===== config.mk =====
export PLATFORM = sky130hd
export DESIGN_NAME = if_stage_flat
export DESIGN_NICKNAME = d
export VERILOG_FILES = /design/src/rtl/cpu_pkg.sv /design/src/rtl/if_stage_if.sv /design/src/rtl/if_id_reg.sv /design/src/rtl/if_stage.sv /design/src/flat_wrapper.sv
export SDC_FILE = /design/constraint.sdc
export NUM_CORES = 1
export LEC_CHECK = 0
export ABC_AREA = 1
export ABC_CLOCK_PERIOD_IN_PS = 4520
export CELL_PAD_IN_SITES_DETAIL_PLACEMENT = 1
export CELL_PAD_IN_SITES_GLOBAL_PLACEMENT = 1
export CORE_MARGIN = 2
export CORE_UTILIZATION = 37
export CTS_CLUSTER_SIZE = 25
export DETAILED_ROUTE_END_ITERATION = 10
export PLACE_DENSITY_LB_ADDON = 0.1
export SYNTH_ARGS = -nofsm -noshare
export SYNTH_HDL_FRONTEND = slang
export SYNTH_SLANG_ARGS = --single-unit
export TNS_END_PERCENT = 5

===== constraint.sdc =====
create_clock -name clk -period 4.52 [get_ports clk]
set_clock_uncertainty 0.15 [all_clocks]
set_input_delay 0.678 -clock clk [delete_from_list [all_inputs] [get_ports clk]]
set_output_delay 0.678 -clock clk [all_outputs]
set_load 0.05 [all_outputs]

===== src/rtl/cpu_pkg.sv =====
// Shared definitions for the pipelined LEGv8 CPU.
//   NOP_INSTR   : encoding inserted into the pipeline as a bubble
//   INSTR_W     : instruction word width
//   ADDR_W      : address / PC width
//   if_state_t  : fetch-stage FSM states
//   if_id_t     : IF/ID pipeline register contents
package cpu_pkg;

  localparam int unsigned INSTR_W = 32;
  localparam int unsigned ADDR_W  = 64;

  localparam logic [INSTR_W-1:0] NOP_INSTR = 32'hD503201F;

  typedef enum logic [1:0] {
    S_START    = 2'd0,
    S_RUN      = 2'd1,
    S_STALL    = 2'd2,
    S_REDIRECT = 2'd3
  } if_state_t;

  typedef struct packed {
    logic [INSTR_W-1:0] instr;
    logic [ADDR_W-1:0]  pc;
    logic [ADDR_W-1:0]  pc_plus4;
    logic               valid;
  } if_id_t;

  // Contents of IF/ID when it carries no instruction.
  localparam if_id_t IF_ID_BUBBLE = '{
    instr:    NOP_INSTR,
    pc:       '0,
    pc_plus4: '0,
    valid:    1'b0
  };

  // Instructions are word aligned; the low two address bits are dropped.
  function automatic logic [ADDR_W-1:0] align_word(input logic [ADDR_W-1:0] addr);
    return {addr[ADDR_W-1:2], 2'b00};
  endfunction

endpackage


===== src/rtl/if_stage_if.sv =====
// Bus between the fetch stage and its neighbours (instruction memory,
// hazard unit, branch resolution, decode stage).
//   imem_addr     : instruction-memory address (PC register)
//   imem_data     : instruction word for imem_addr, same cycle
//   stall         : hold PC and IF/ID
//   flush         : branch taken, redirect to branch_target
//   branch_target : redirect PC, sampled with flush
//   id_instr / id_pc / id_pc_plus4 / id_valid : IF/ID register outputs
// Modports: master = fetch stage, slave = its environment.
interface if_stage_if;
  import cpu_pkg::*;

  logic [ADDR_W-1:0]  imem_addr;
  logic [INSTR_W-1:0] imem_data;
  logic               stall;
  logic               flush;
  logic [ADDR_W-1:0]  branch_target;
  logic [INSTR_W-1:0] id_instr;
  logic [ADDR_W-1:0]  id_pc;
  logic [ADDR_W-1:0]  id_pc_plus4;
  logic               id_valid;

  modport master (
    output imem_addr,
    input  imem_data,
    input  stall,
    input  flush,
    input  branch_target,
    output id_instr,
    output id_pc,
    output id_pc_plus4,
    output id_valid
  );

  modport slave (
    input  imem_addr,
    output imem_data,
    output stall,
    output flush,
    output branch_target,
    input  id_instr,
    input  id_pc,
    input  id_pc_plus4,
    input  id_valid
  );

endinterface


===== src/rtl/if_id_reg.sv =====
// IF/ID pipeline register.
//   clk, reset_n : clock, asynchronous active-low reset (resets to a bubble)
//   load         : capture d
//   bubble       : capture a bubble (takes priority over load)
//   d / q        : register input / output
// With neither load nor bubble the register holds.
module if_id_reg
  import cpu_pkg::*;
(
  input  logic   clk,
  input  logic   reset_n,
  input  logic   load,
  input  logic   bubble,
  input  if_id_t d,
  output if_id_t q
);

  always_ff @(posedge clk or negedge reset_n) begin
    if (!reset_n) begin
      q <= IF_ID_BUBBLE;
    end else if (bubble) begin
      q <= IF_ID_BUBBLE;
    end else if (load) begin
      q <= d;
    end
  end

endmodule


===== src/rtl/if_stage.sv =====
// Instruction-fetch stage: owns the PC, drives the instruction-memory
// address and fills the IF/ID register for decode.
//   Parameters : RESET_PC (PC after reset), START_DELAY (1..15 idle cycles
//                after reset release before the first fetch)
//   clk        : rising-edge clock
//   reset_n    : asynchronous active-low reset
//   bus        : if_stage_if.master (memory, hazard, branch and ID signals)
//   perf_fetched / perf_bubbles : only when IF_PERF_COUNT_EN is defined;
//                counts of edges loading a valid instruction / a bubble
//                (bubbles during start-up excluded). Both hold on stall.
// Optional feature macro: IF_PERF_COUNT_EN.
module if_stage
  import cpu_pkg::*;
#(
  parameter logic [ADDR_W-1:0] RESET_PC    = '0,
  parameter int unsigned       START_DELAY = 2
) (
  input  logic            clk,
  input  logic            reset_n,
  if_stage_if.master      bus
`ifdef IF_PERF_COUNT_EN
  ,
  output logic [31:0]     perf_fetched,
  output logic [31:0]     perf_bubbles
`endif
);

  localparam logic [3:0] START_LAST = 4'(START_DELAY - 1);

  if_state_t         state, state_next;
  logic [3:0]        start_cnt, start_cnt_next;
  logic [ADDR_W-1:0] pc, pc_next, pc_plus4;
  logic              id_load, id_bubble;
  if_id_t            id_d, id_q;

  assign pc_plus4 = pc + 64'd4;

  // RUN, STALL and REDIRECT share one set of rules (flush > stall > advance);
  // the state only records what happened on the last edge.
  always_comb begin
    state_next     = state;
    start_cnt_next = start_cnt;
    pc_next        = pc;
    id_load        = 1'b0;
    id_bubble      = 1'b0;
    unique case (state)
      S_START: begin
        id_bubble = 1'b1;
        if (start_cnt == START_LAST) begin
          state_next = S_RUN;
        end else begin
          start_cnt_next = start_cnt + 4'd1;
        end
      end
      S_RUN, S_STALL, S_REDIRECT: begin
        if (bus.flush) begin
          pc_next    = align_word(bus.branch_target);
          id_bubble  = 1'b1;
          state_next = S_REDIRECT;
        end else if (bus.stall) begin
          state_next = S_STALL;
        end else begin
          pc_next    = pc_plus4;
          id_load    = 1'b1;
          state_next = S_RUN;
        end
      end
    endcase
  end

  always_ff @(posedge clk or negedge reset_n) begin
    if (!reset_n) begin
      state     <= S_START;
      start_cnt <= '0;
      pc        <= RESET_PC;
    end else begin
      state     <= state_next;
      start_cnt <= start_cnt_next;
      pc        <= pc_next;
    end
  end

  assign id_d = '{
    instr:    bus.imem_data,
    pc:       pc,
    pc_plus4: pc_plus4,
    valid:    1'b1
  };

  if_id_reg u_if_id_reg (
    .clk     (clk),
    .reset_n (reset_n),
    .load    (id_load),
    .bubble  (id_bubble),
    .d       (id_d),
    .q       (id_q)
  );

  assign bus.imem_addr   = pc;
  assign bus.id_instr    = id_q.instr;
  assign bus.id_pc       = id_q.pc;
  assign bus.id_pc_plus4 = id_q.pc_plus4;
  assign bus.id_valid    = id_q.valid;

`ifdef IF_PERF_COUNT_EN
  always_ff @(posedge clk or negedge reset_n) begin
    if (!reset_n) begin
      perf_fetched <= '0;
      perf_bubbles <= '0;
    end else if (id_load) begin
      perf_fetched <= perf_fetched + 32'd1;
    end else if (id_bubble && (state != S_START)) begin
      perf_bubbles <= perf_bubbles + 32'd1;
    end
  end
`endif

endmodule

===== src/flat_wrapper.sv =====
// flat-port wrapper written by rule: the top's interface ports become plain ports
module if_stage_flat import cpu_pkg::*;
#(
  parameter logic [ADDR_W-1:0] RESET_PC    = '0,
  parameter int unsigned       START_DELAY = 2
)
  (clk, reset_n, bus_imem_addr, bus_imem_data, bus_stall, bus_flush, bus_branch_target, bus_id_instr, bus_id_pc, bus_id_pc_plus4, bus_id_valid);
  if_stage_if bus_i ();
  input  logic clk;
  input  logic reset_n;
  output wire logic [$bits(bus_i.imem_addr)-1:0] bus_imem_addr;
  input wire logic [$bits(bus_i.imem_data)-1:0] bus_imem_data;
  input wire logic [$bits(bus_i.stall)-1:0] bus_stall;
  input wire logic [$bits(bus_i.flush)-1:0] bus_flush;
  input wire logic [$bits(bus_i.branch_target)-1:0] bus_branch_target;
  output wire logic [$bits(bus_i.id_instr)-1:0] bus_id_instr;
  output wire logic [$bits(bus_i.id_pc)-1:0] bus_id_pc;
  output wire logic [$bits(bus_i.id_pc_plus4)-1:0] bus_id_pc_plus4;
  output wire logic [$bits(bus_i.id_valid)-1:0] bus_id_valid;
  assign bus_imem_addr = bus_i.imem_addr;
  assign bus_i.imem_data = bus_imem_data;
  assign bus_i.stall = bus_stall;
  assign bus_i.flush = bus_flush;
  assign bus_i.branch_target = bus_branch_target;
  assign bus_id_instr = bus_i.id_instr;
  assign bus_id_pc = bus_i.id_pc;
  assign bus_id_pc_plus4 = bus_i.id_pc_plus4;
  assign bus_id_valid = bus_i.id_valid;
  if_stage #(.RESET_PC(RESET_PC), .START_DELAY(START_DELAY)) u_core (.clk(clk), .reset_n(reset_n), .bus(bus_i));
endmodule

-- After elaboration in Yosys (flattened, before gate mapping)
Cells that the tools add are included.
- flip-flop bits (word level): 231
- word-level logic and storage cells: 34
- output and inout bits: 225
- bits of input ports: 100
- bitwise operators: 1
- reductions and logical operators: 5
- $add $sub $neg: 2
- equal/unequal tests: 6
- mux-type cells: 13
- operators with widths (cell ; number):
    161-bit 2-to-1 mux ; 2
    64-bit 2-to-1 mux ; 2
    64-bit by 3-bit adder with 64-bit output, second input constant ; 1
    2-bit 2-to-1 mux ; 3
    4-bit by 1-bit adder with 4-bit output, second input constant ; 1
    2-bit equality test, second input constant ; 2
    4-bit by 1-bit equality test with 1-bit output, second input constant ; 1
    1-bit 2-to-1 mux ; 4
    2-bit by 1-bit != test with 1-bit output, second input constant ; 2
    2-bit one-hot mux with 2 select lines ; 1
    2-bit AND reduction ; 2
    3-bit OR reduction ; 1
    2-bit by 1-bit equality test with 1-bit output, second input constant ; 1
    2-bit logical NOT ; 1
    1-bit one-hot mux with 2 select lines ; 1
    2-bit nonzero test ; 1
    1-bit NOT ; 1

-- Longest topological paths before layout
- word-level depth: 5
- depth in mapped cells: 11
- gate-level depth less buffers: 11

-- Modules after synthesis
From an unflattened synthesis, not the netlist that was laid out.
- cells, all modules: 1619
- area total of the unflattened synthesis: 11876.4 µm²
- by module, submodules not included (module ; instances ; cells an instance ; area an instance (µm²) ; seq. area each (µm²)):
    if_id_reg ; 1 ; 698 ; 6318.6 ; 4045.1
    if_stage ; 1 ; 921 ; 5557.8 ; 1701.6

-- Worst setup path after synthesis
Ideal clock, no wire load.
- path type: register to register
- start: register u_core.pc[2], in the netlist u_core.bus.imem_addr[2]
- end: register u_core.pc[54], in the netlist u_core.bus.imem_addr[54]
- cell stages (with the launch flop): 11
- period minus slack after synthesis: 2.155 ns
- buffers on the path: 0
- data required time: 4.252 ns
- setup time: 0.118 ns
- slack: 2.365 ns
- arrival: 1.887 ns
- cell sequence: dfrtp_1 > ha_1 > inv_1 > nor2_4 > nand2_4 > nor2_8 > nand2_2 > o21ai_1 > nand3_1 > nand2_1 > nand2_1
- word-level cells in the longest chain between the ends: 3
- ends and longest elaborated chain (what ; RTL line ; RTL):
    start: declaration ; if_stage.sv:32 ; logic [ADDR_W-1:0] pc, pc_next, pc_plus4;
    start signal: assignment ; if_stage.sv:79 ; pc <= pc_next;
    64-bit by 3-bit adder with 64-bit output ; if_stage.sv:36 ; assign pc_plus4 = pc + 64'd4;
    64-bit 2-to-1 mux ; if_stage.sv:60 ; end else if (bus.stall) begin
    64-bit 2-to-1 mux ; if_stage.sv:56 ; if (bus.flush) begin
No other way between the ends. The select of a mux whose other input is x is not followed.
A chain may end at the register's enable or synchronous reset.

-- Final worst setup path
- start: register u_core.pc[20], in the netlist u_core.bus.imem_addr[20]
- end: output bus_imem_addr[20]
- RTL lines (what ; RTL line ; RTL):
    end: declaration ; flat_wrapper.sv:11 ; output wire logic [$bits(bus_i.imem_addr)-1:0] bus_imem_addr;
No word-level cell between the ends.

==> impl_metrics.yaml <==
setup_path:
  cp_top_family: "buffers and inverters"
  path_class: "flip-flop to output pin"
  crit_cells: 1
  crit_arrival_ns: 2.00
  start_kind: "flip-flop"
  r2r_cells: 9
  cp_slowest_stage_delay_ns: 0.89
  crit_path_top_delay_cell: "clkdlybuf4s50_1"
  crit_chain: "clkdlybuf4s50_1"
  cp_max_fo: 6
  crit_required_ns: 3.69
  endpoint_kind: "output pin"
  crit_start: "u_core.bus.imem_addr[20]"
  crit_buf_inv: 1
  r2r-start: "u_core.bus.imem_addr[2]"
placement:
  dpl.hpwl_um: 31750
  gp_congestion: 0.9303
  port_buffers: 316
  place_ws_ns: 1.156
  place_area_um2: 14680
  dpl.cell_count: 2093
sta:
  report.final.slew_viol_count: 0
  fin_tns_setup_ns: 0
  fmax_mhz: 353.8
  maxSlewHeadroom_pct: 38.54
  hold_viol_final: 0
  fin_crit_ns: 2.827
  rsz0062_at_grt: "false"
  setup_ws_ns: 1.693
  whs_ns: 0.05931
  setup_viol: 0
  period_share_pct: 62.54
  tightest_slew_ns: 0.9218
pwr:
  sw_frac_of_total_pct: 38.90
  leakagePower_nw: 7.155
  seqPwrFrac_pct: 36.9
  totalPowerFinal_mw: 6.929
  clkPwrFrac_pct: 31.0
  internal-power_mw: 4.234
  pwr-share-comb_pct: 32.1
  ir_drop_mv: 0.2319
  p_sw_mw: 2.695
  p_per_area_nw_per_um2: 446.0
logic_synthesis:
  ys_types: 33
  syn_area_um2: 11140
  ys_seq_elements: 225
  syn_avg_cell_area_um2: 7.786
  yosysWarnings: 0
  yosysSeqAreaShare_pct: 50.68
  synth_cells: 1431
route:
  dr.pass1.iters: 5
  drcViolationCount: 0
  wl_um: 42960
  first_iter_violations: 671
  wl_per_cell_um: 20.07
  via_per_inst: 5.109
  vias: 10930
  ant_nets: 0
layout:
  diodes: 0
  fin_nets: 1834
  final_area_um2: 15540
  area_growth_syn_to_layout_pct: 39.44
  post-route-util_pct: 52.42
  layout-drive-gt1-share_pct: 6.343
  instances_no_fill: 2140
die:
  die_x_um: 177.5
  io_pins: 325
  fp.dieH_um: 177.5
  rows: 63
  die_area_um2: 31520
  start_util_pct: 37.59
  coreArea_um2: 29640
clock_tree:
  hold_buffers: 0
  cts.clk_slew.worst_paths_ns: 0.06
  post-cts-setup-buffers: 0
  clkLatencyLatePin_ns: 0.55
  clock_path_buffers: 3
  htreeDepth: 1
  cts_root_buffer: "clkbuf_16"
  cts_tree: "yes"
  numCtsBuffers: 26
  post_cts_resized: 0
  cts_sinks: 225
global_routing:
  grt_overflow_total: 0
  antenna_found_initial: 1
  first_global_vias: 11200
  grt_pass1_wl_um: 65890
  grt_max_degree: 113
  grtUsageTotal_pct: 27.07
outcome:
  outcome: "complete, no violations"
job:
  maxCapViolations: 0
worst_hold_path:
  min_path_type: "input pin to async pin"
-- sequential cells by signal (all words and copies together), names as in the netlist --
name / cells
u_core.u_if_id_reg.q: 157
u_core.bus.imem_addr: 62
u_core.state: 2
u_core.start_cnt: 4
-- Yosys cell counts (all sizes together) --
master,n,area (um2)
dfrtp,212,5305
xnor2,1,8.760
a31oi,1,6.260
clkbuf,34,127.6
nand3,52,270.3
o21bai,1,7.510
dfstp,13,341.6
o211ai,6,45.04
a32o,2,20.02
nand2,517,2003
a22o,34,297.8
conb,1,3.750
o21ai,108,559.3
inv,110,412.9
o22ai,23,143.9
ha,3,37.54
a21oi,18,93.84
xor2,33,289.0
nand4,13,81.33
nor2,220,929.7
buf,29,157.7
-- final timing paths --
check | slack (ns) | end
min in group clk | 0.33 | u_core.u_if_id_reg.q[9]
worst min register to register | 0.33 | u_core.u_if_id_reg.q[9]
worst min-delay path | 0.06 | u_core.u_if_id_reg.q[144]
max in group asynchronous | 3.22 | u_core.u_if_id_reg.q[153]
worst max register to register | 2.08 | u_core.u_if_id_reg.q[45]
worst max-delay path | 1.69 | bus_imem_addr[20]
-- final cells by class --
| class | instances | area, um2 |
|---|---|---|
| Tap cell | 390 | 488.0 |
| Fill cell | 3571 | 14100 |
| Clock inverter | 3 | 76.32 |
| Timing Repair Buffer | 330 | 3311 |
| Sequential cell | 225 | 5647 |
| Clock buffer | 44 | 778.2 |
| Multi-Input combinational cell | 1038 | 4823 |
| Inverter | 110 | 412.9 |
-- layer usage --
metal,track usage [%],up-vias,routed length [um]
li1,-,5134,-
met3,5.270,48,3137
met5,0,-,13
met4,5.020,2,706
met2,44.74,334,20200
met1,37.18,5415,18900
-- power groups by stage --
stage          combinational, mW  sequential (mW)  clock (mW)
2_1_floorplan              0.609             3.30           0
3_3_place_gp                2.20             2.58           0
3_5_place_dp                2.23             2.59           0
4_1_cts                     2.24             2.56        2.19
5_1_grt                     2.37             2.59        2.26
6_report                    2.22             2.56        2.15
-- logic make-up (layout without fill, tap and decap cells) --
| logic type | count (synthesis) | count (layout) | share of synthesized area [%] |
|---|---|---|---|
| simple gates | 802 | 802 | 29.48 |
| flops | 225 | 225 | 50.68 |
| compound gates | 193 | 193 | 10.53 |
| buf+inv | 173 | 487 | 6.266 |
| xor+xnor | 34 | 34 | 2.673 |
| fa+ha+maj | 3 | 3 | 0.3369 |
| other cells | 1 | 6 | 0.03366 |
-- cells in the final DEF, fill, tap and decap left out, drive strengths merged, types with 15 or more instances in the layout --
master,Yosys,final
a22o,34,34
clkbuf,34,44
a21oi,18,18
o21ai,108,108
nand3,52,52
xor2,33,33
o22ai,23,23
buf,29,15
dfrtp,212,212
nor2,220,220
inv,110,110
clkdlybuf4s50,0,315
nand2,517,517
Note: power is estimated with default switching activity, not from simulation.
